## src/rtl/ibuf_wr_ctrl.sv

```systemverilog
// Write-side controller for the shared input buffer: turns 256-bit DMA beats into
// tagged RAM writes, optionally sign-extending int8 beats into two 16-bit-lane writes.
module ibuf_wr_ctrl #(
    parameter int MEM_DATA_WIDTH = 256,
    parameter int TAG_W          = 1,
    parameter int BUF_ADDR_W     = 13,
    parameter int LEN_W          = 16
) (
    input  logic                        clk,
    input  logic                        reset,
    input  logic                        cfg_start,
    input  logic [BUF_ADDR_W-1:0]       cfg_base_addr,
    input  logic [LEN_W-1:0]            cfg_num_beats,
    input  logic [TAG_W-1:0]            cfg_tag,
    input  logic                        cfg_mode_8b,
    input  logic                        s_valid,
    output logic                        s_ready,
    input  logic [MEM_DATA_WIDTH-1:0]   s_data,
    input  logic                        s_last,
    output logic                        mem_write_req,
    output logic [TAG_W+BUF_ADDR_W-1:0] mem_write_addr,
    output logic [MEM_DATA_WIDTH-1:0]   mem_write_data,
    output logic                        mux_sel,
    output logic                        busy,
    output logic                        done,
    output logic                        err_len,
    output logic [1:0]                  dbg_state
);

    localparam int HALF = MEM_DATA_WIDTH / 2;

    typedef enum logic [1:0] {
        IDLE   = 2'd0,
        RUN    = 2'd1,
        EXPAND = 2'd2,
        FIN    = 2'd3
    } state_t;

    state_t                  state, state_nxt;
    logic [BUF_ADDR_W-1:0]   offset;
    logic [LEN_W-1:0]        beat_cnt;
    logic [LEN_W-1:0]        num_q;
    logic [TAG_W-1:0]        tag_q;
    logic                    mode_q;
    logic [HALF-1:0]         hi_q;
    logic                    accept;
    logic                    is_final;

    // Handshake: a beat transfers on any rising clk edge where s_valid and s_ready are both high.
    assign accept    = s_valid & s_ready;
    assign is_final  = (beat_cnt == num_q - LEN_W'(1));
    assign dbg_state = state;

    function automatic logic [MEM_DATA_WIDTH-1:0] sext_half(input logic [HALF-1:0] h);
        logic [MEM_DATA_WIDTH-1:0] r;
        r = '0;
        for (int i = 0; i < MEM_DATA_WIDTH / 16; i++) begin
            r[i*16 +: 16] = {{8{h[i*8+7]}}, h[i*8 +: 8]};
        end
        return r;
    endfunction

    always_ff @(posedge clk or negedge reset) begin
        if (!reset) state <= IDLE;
        else        state <= state_nxt;
    end

    always_comb begin
        state_nxt = state;
        s_ready   = 1'b0;
        case (state)
            IDLE: begin
                if (cfg_start) state_nxt = (cfg_num_beats == '0) ? FIN : RUN;
            end
            RUN: begin
                s_ready = 1'b1;
                if (s_valid) begin
                    if (mode_q)        state_nxt = EXPAND;
                    else if (is_final) state_nxt = FIN;
                end
            end
            EXPAND:  state_nxt = is_final ? FIN : RUN;
            FIN:     state_nxt = IDLE;
            default: state_nxt = IDLE;
        endcase
    end

    always_ff @(posedge clk or negedge reset) begin
        if (!reset) begin
            offset         <= '0;
            beat_cnt       <= '0;
            num_q          <= '0;
            tag_q          <= '0;
            mode_q         <= 1'b0;
            hi_q           <= '0;
            mem_write_req  <= 1'b0;
            mem_write_addr <= '0;
            mem_write_data <= '0;
            mux_sel        <= 1'b0;
            busy           <= 1'b0;
            done           <= 1'b0;
            err_len        <= 1'b0;
        end else begin
            mem_write_req <= 1'b0;
            done          <= 1'b0;
            case (state)
                IDLE: begin
                    if (cfg_start) begin
                        offset   <= cfg_base_addr;
                        beat_cnt <= '0;
                        num_q    <= cfg_num_beats;
                        tag_q    <= cfg_tag;
                        mode_q   <= cfg_mode_8b;
                        mux_sel  <= cfg_mode_8b;
                        err_len  <= 1'b0;
                        busy     <= 1'b1;
                    end
                end
                RUN: begin
                    if (accept) begin
                        mem_write_req  <= 1'b1;
                        mem_write_addr <= {tag_q, offset};
                        offset         <= offset + BUF_ADDR_W'(1);
                        if (s_last != is_final) err_len <= 1'b1;
                        if (mode_q) begin
                            mem_write_data <= sext_half(s_data[HALF-1:0]);
                            hi_q           <= s_data[MEM_DATA_WIDTH-1:HALF];
                        end else begin
                            mem_write_data <= s_data;
                            beat_cnt       <= beat_cnt + LEN_W'(1);
                        end
                    end
                end
                EXPAND: begin
                    // Offset wraps inside the tag region; the tag field is never touched.
                    mem_write_req  <= 1'b1;
                    mem_write_addr <= {tag_q, offset};
                    mem_write_data <= sext_half(hi_q);
                    offset         <= offset + BUF_ADDR_W'(1);
                    beat_cnt       <= beat_cnt + LEN_W'(1);
                end
                FIN: begin
                    done <= 1'b1;
                    busy <= 1'b0;
                end
                default: ;
            endcase
        end
    end

endmodule

```

## config.mk

```make
export PLATFORM = sky130hd
export DESIGN_NAME = ibuf_wr_ctrl
export DESIGN_NICKNAME = d
export VERILOG_FILES = /design/src/rtl/ibuf_wr_ctrl.sv
export SDC_FILE = /design/constraint.sdc
export NUM_CORES = 1
export LEC_CHECK = 0
export CORE_AREA = 2 2 223 225
export DETAILED_ROUTE_END_ITERATION = 7
export DIE_AREA = 0 0 225 227
export GPL_ROUTABILITY_DRIVEN = 0
export GPL_TIMING_DRIVEN = 1
export HOLD_SLACK_MARGIN = 0.03
export PLACE_DENSITY_LB_ADDON = 0.12
export SETUP_SLACK_MARGIN = 0.1
export SLEW_MARGIN = 30
export SYNTH_ARGS = -nofsm -noshare
export SYNTH_HDL_FRONTEND = slang
export SYNTH_SLANG_ARGS = --single-unit
```

## constraint.sdc

```tcl
create_clock -name clk -period 4 [get_ports clk]
set_clock_uncertainty 0.05 [all_clocks]
set_input_delay 0.8 -clock clk [delete_from_list [all_inputs] [get_ports clk]]
set_output_delay 0.8 -clock clk [all_outputs]
set_load 0.02 [all_outputs]
```

After elaboration in Yosys (flattened, before gate mapping)
Index checks and enable logic that the tools add are counted.
{"block": "op_classes", "reduce_logical": 14, "bitwise": 1, "addsub": 3, "eq_ne": 11, "n_mux": 29}
{"op": "2-to-1 mux 256 bit", "n": 2}
{"op": "one-hot mux 256 bit (2 select lines)", "n": 1}
{"op": "2-to-1 mux 16 bit", "n": 3}
{"op": "one-hot mux 16 bit (3 select lines)", "n": 1}
{"op": "one-hot mux 13 bit (3 select lines)", "n": 1}
{"op": "one-hot mux 14 bit (2 select lines)", "n": 1}
{"op": "2-to-1 mux 13 bit", "n": 2}
{"op": "adder 16 x 1 -> 16 bit, second input constant", "n": 1}
{"op": "equality test 16 bit", "n": 1}
{"op": "logical NOT 16 bit", "n": 1}
{"op": "subtractor 16 x 1 -> 16 bit, second input constant", "n": 1}
{"op": "2-to-1 mux 14 bit", "n": 1}
{"op": "adder 13 x 1 -> 13 bit, second input constant", "n": 1}
{"op": "2-to-1 mux 2 bit", "n": 6}
{"op": "!= test 2 bit, second input constant", "n": 5}
{"op": "AND reduction 3 bit", "n": 3}
{"op": "one-hot mux 2 bit (4 select lines)", "n": 1}
{"op": "AND reduction 4 bit", "n": 2}
{"op": "2-to-1 mux 1 bit", "n": 7}
{"op": "one-hot mux 1 bit (2 select lines)", "n": 3}
{"op": "AND reduction 2 bit", "n": 3}
{"op": "nonzero test 2 bit", "n": 3}
{"op": "equality test 2 bit, second input constant", "n": 2}
{"op": "!= test 3 bit, second input constant", "n": 1}
{"op": "5 further kinds", "n": 5}
{"block": "word_totals", "input_bits": 292, "wordCells": 71, "out_inout_bits": 278, "register_bits": 451}

Longest topological paths before layout
{"block": "logic_depth", "ltp_word": 6, "depth_mapped": 11, "ltp_nobuf": 10}

Worst setup path after synthesis
Ideal clock, no wire load.
{"block": "synth_path", "kind": "reg-to-reg", "start": "reg state[0], in the netlist dbg_state[0]", "end": "reg beat_cnt[15]", "setup_time_ns": 0.077, "synth_period_minus_slack_ns": 2.938, "n_path_buf": 1, "path_slack_ns": 1.062, "arrival_ns": 2.811, "required_ns": 3.873, "path_stages_with_launch": 12, "path_cell_list": "dfrtp_1 > inv_1 > ha_1 > nor2b_1 > or3_1 > clkbuf_1 > a21oi_1 > nand2_1 > nor2_1 > nand2b_1 > or3_1 > a21oi_1"}
{"block": "synth_via", "elab_chain_len": 5, "elab_cells_between_ends": 11, "classes_between": "eq/ne: 5; mux: 2; bitwise: 1; reduce/logical: 3"}
{"item": "start, declared", "line_no": "39", "source": "state_t state, state_nxt;"}
{"item": "start signal, assigned", "line_no": "65", "source": "else state <= state_nxt;"}
{"item": "equality test 2 x 1 -> 1 bit", "line_no": "71, 106"}
{"item": "2-to-1 mux 1 bit", "line_no": "71", "source": "case (state)"}
{"item": "AND 1 bit", "line_no": "50", "source": "assign accept = s_valid & s_ready;"}
{"item": "!= test 2 bit (no source line)"}
{"item": "AND reduction 4 bit (no source line)"}
{"item": "end signal, assigned", "line_no": "130", "source": "beat_cnt <= beat_cnt + LEN_W'(1);"}
{"item": "end signal, assigned", "line_no": "140", "source": "beat_cnt <= beat_cnt + LEN_W'(1);"}
{"item": "end, declared", "line_no": "41", "source": "logic [LEN_W-1:0] beat_cnt;"}
Several ways; a longest one is shown, not always the timed one.
A chain may end at the register's enable or synchronous reset.

Worst setup path after layout
{"block": "layout_path", "start": "reg state[1], in the netlist dbg_state[1]", "end": "reg beat_cnt[15]"}
The elaborated chain is that of the path after synthesis.

==> impl_results.md <==
- Total GRT Usage: 29.3%
- Initial DRC Count: 1437
- Initial Utilization: a little over two fifths
- Hold crit path type: input pin to asynchronous set/reset pin
- Vias in the first global route: between 15000 and 20000
- Final Instance Count excl. Fillers: 3324
- CP endpoint kind: flop
- Post-Syn Instances: 2125
- Synth-to-layout area growth: 39.2%
- Post-route core utilization: approximately 60%
- # DRC: 0
- Initial antenna violation count: 19
- Tcrit/Tclk final: 82.6%
- Worst Max-Slew Pin Slew: 946 ps
- Worst Path Required: 4460 ps
- Clock root buffer: clkbuf_16
- Max cap viols: 0
- Largest cells by area after synthesis: dfrtp_1, o21ai_0, a22o_1
- Final instance area: approximately 29000 um2
- Critical path arrival: 3760 ps
- Number of flops mapped to enable cells by yosys: 0
- Synth warn: 0
- Synth top area share: 53.9%
- Port bufs: 569
- Max Fanout on Critical Path: 12
- Core ar.: approximately 49000 um2
- CTS clk-pin slew, worst paths: 60 ps
- Total grt overflow: 0
- VDD IR-drop max: between 200 and 300 uV
- Setup violators final: 0
- Crit path time final: 3300 ps
- I/O pin count: 570
- Startpoint Class: flop
- DRT Wirelength: 76600 um
- Worst Path Buf+Inv: 1
- Clock buffer depth: 3
- Top FF cell, synth: dfrtp_1
- Slowest stage cell, crit path: dfrtp_1
- Post-CTS Setup Bufs: 0
- Final #Nets: 2945
- Peak Freq: 303 MHz
- Status: complete, no violations
- Mean Syn Cell Area: 9.86 um2
- Die Footprint: 51100 um2
- Asr flop ratio synth: between 90% and 100%
- Row count: 81
- Drt pass-1 iters: 5
- Share of post-route cells with drive strength above 1: 8.60%
- Slowest stage delay, CP: 470 ps
- Routed len/inst: 23.1 um
- Vias/cell: 5.51
- CTS resizes: 0
- Slew Viols, Final: 0
- Yosys top cell by area: dfrtp_1
- DP Area: 27400 um2
- TritonCTS clock tree: yes
- Clock latency on the worst-skew pair: 600 ps
- Pwr Density: about 420 nW/um2
- Post-placement cell count: roughly 3200
- Die width: 225 um
- Die Y-Extent: 227 um
- Max_slew headroom: between 30 and 40%
- Sequential fraction of the synthesis area: 53.9%
- Synthesized cell area: between 20000 and 25000 um2
- Hold Vio Cnt, Final: 0
- Syn_nets: 2424
- Worst path cell trace: inv_1, ha_1, nor2b_1, or3_1, a21oi_1, nand2_1, nor2_1, nand2b_1, or3_1, a21oi_1
- Via count: ~18000
- WS Path Type: flop to flop
- H-tree depth: 2
- Routed Antenna Nets: 0
- Setup TNS: 0 ps
- Most common cell after layout, fill and taps aside: clkdlybuf4s50_1
- Synth cell types: 57
- Hold-fix buffers, CTS: 0
- CTS Sinks: 451
- Largest net degree at the start of global routing: 102
- Pre-CTS setup slack: around 530 ps
- RSZ-0062 raised after global routing: no
- HPWL Detailed: 57600 um
- First-pass GRT wire length: 113000 um
- Cell family with most CP delay: simple AND/OR/NAND/NOR gates
- CTS buffer count: 50
- Final WS setup: around 700 ps
- Most frequent cells in the layout: clkdlybuf4s50_1, dfrtp_1, o21ai_0
- Static leakage: around 13 nW
- Yosys reg bits: 451
path summary, 6_finish.rpt:
| path | from | slack, ps | depth (start not counted) | endpoint |
|---|---|---|---|---|
| max | dbg_state[1] | 700 | 10 | beat_cnt[15] |
| min | reset | 170 | 1 | num_q[1] |
| max reg2reg | dbg_state[1] | 700 | 10 | beat_cnt[15] |
| min reg2reg | mem_write_data[99] | 430 | 2 | mem_write_data[99] |
| max in group asynchronous | reset | 2710 | 2 | hi_q[4] |
| min in group clk | mem_write_data[99] | 430 | 2 | mem_write_data[99] |
power by group:
part           switching, W  total [W]  internal (W)
Sequential         0.000278    0.00516       0.00488
Clock               0.00196    0.00494       0.00299
Combinational       0.00112    0.00215       0.00103
cell type report:
type                       instances  area [um2]
antenna                           16        40.0
clock buffer                      75        1510
clock inverter                    17         260
fill                            4184       19400
inverter                         166         623
multi-input combinational       1368        8550
sequential                       451       11300
tap                              622         778
timing repair buffer             609        6110
stage by stage:
stage	total power (W)	hold slack [ps]
after floorplan	0.00608	400
after global placement	0.00735	411
after detailed placement	0.00739	419
after CTS	0.0123	197
after global routing	0.0127	248
final	0.0123	171
logic make-up after synthesis:
logic type / Yosys count / share of synthesized area (%)
AOI/OAI and AO/OA: 692 / 19.7
DFF: 451 / 53.9
and+or+nand+nor: 436 / 9.00
buffers and inverters: 306 / 5.57
muxes: 205 / 10.3
xor gates and xnor gates: 28 / 1.17
adders and majority gates: 7 / 0.418
cell usage after synthesis, types with 2 or more instances:
cell type and number:
nand2_1 219, nor3_1 7, o31ai_1 3, nand3_1 18
clkbuf_1 111, o32ai_1 2, mux2_2 87, nand2b_1 5
xnor2_1 10, nor4_4 2, buf_1 27, or4_1 4
nor4b_1 2, and2_1 2, nor2b_1 9, or3_1 6
a21oi_1 166, o21ai_0 348, o41ai_1 2, a211oi_1 2
nor2_1 135, a31oi_1 3, nand3b_1 2, mux2i_1 118
nand4_1 5, and3_1 5, a22o_1 146, nor3b_1 2
o22ai_1 6, nor4_1 4, xor2_1 18, ha_1 7
a21o_1 2, inv_1 166, dfrtp_1 451, or3_2 2
flip-flops by register name, indices dropped and copies added (netlist names), 2 cells and up:
| signal | count |
|---|---|
| hi_q | 128 |
| beat_cnt | 16 |
| num_q | 16 |
| mem_write_data | 256 |
| mem_write_addr | 14 |
| offset | 13 |
| dbg_state | 2 |
per-layer routing:
layer,track usage [%],wire [um]
met2,45.9,35600
met4,12.1,2780
met5,0,76
met1,38.9,32300
met3,7.67,5890
(Power assumes the default switching activity.)
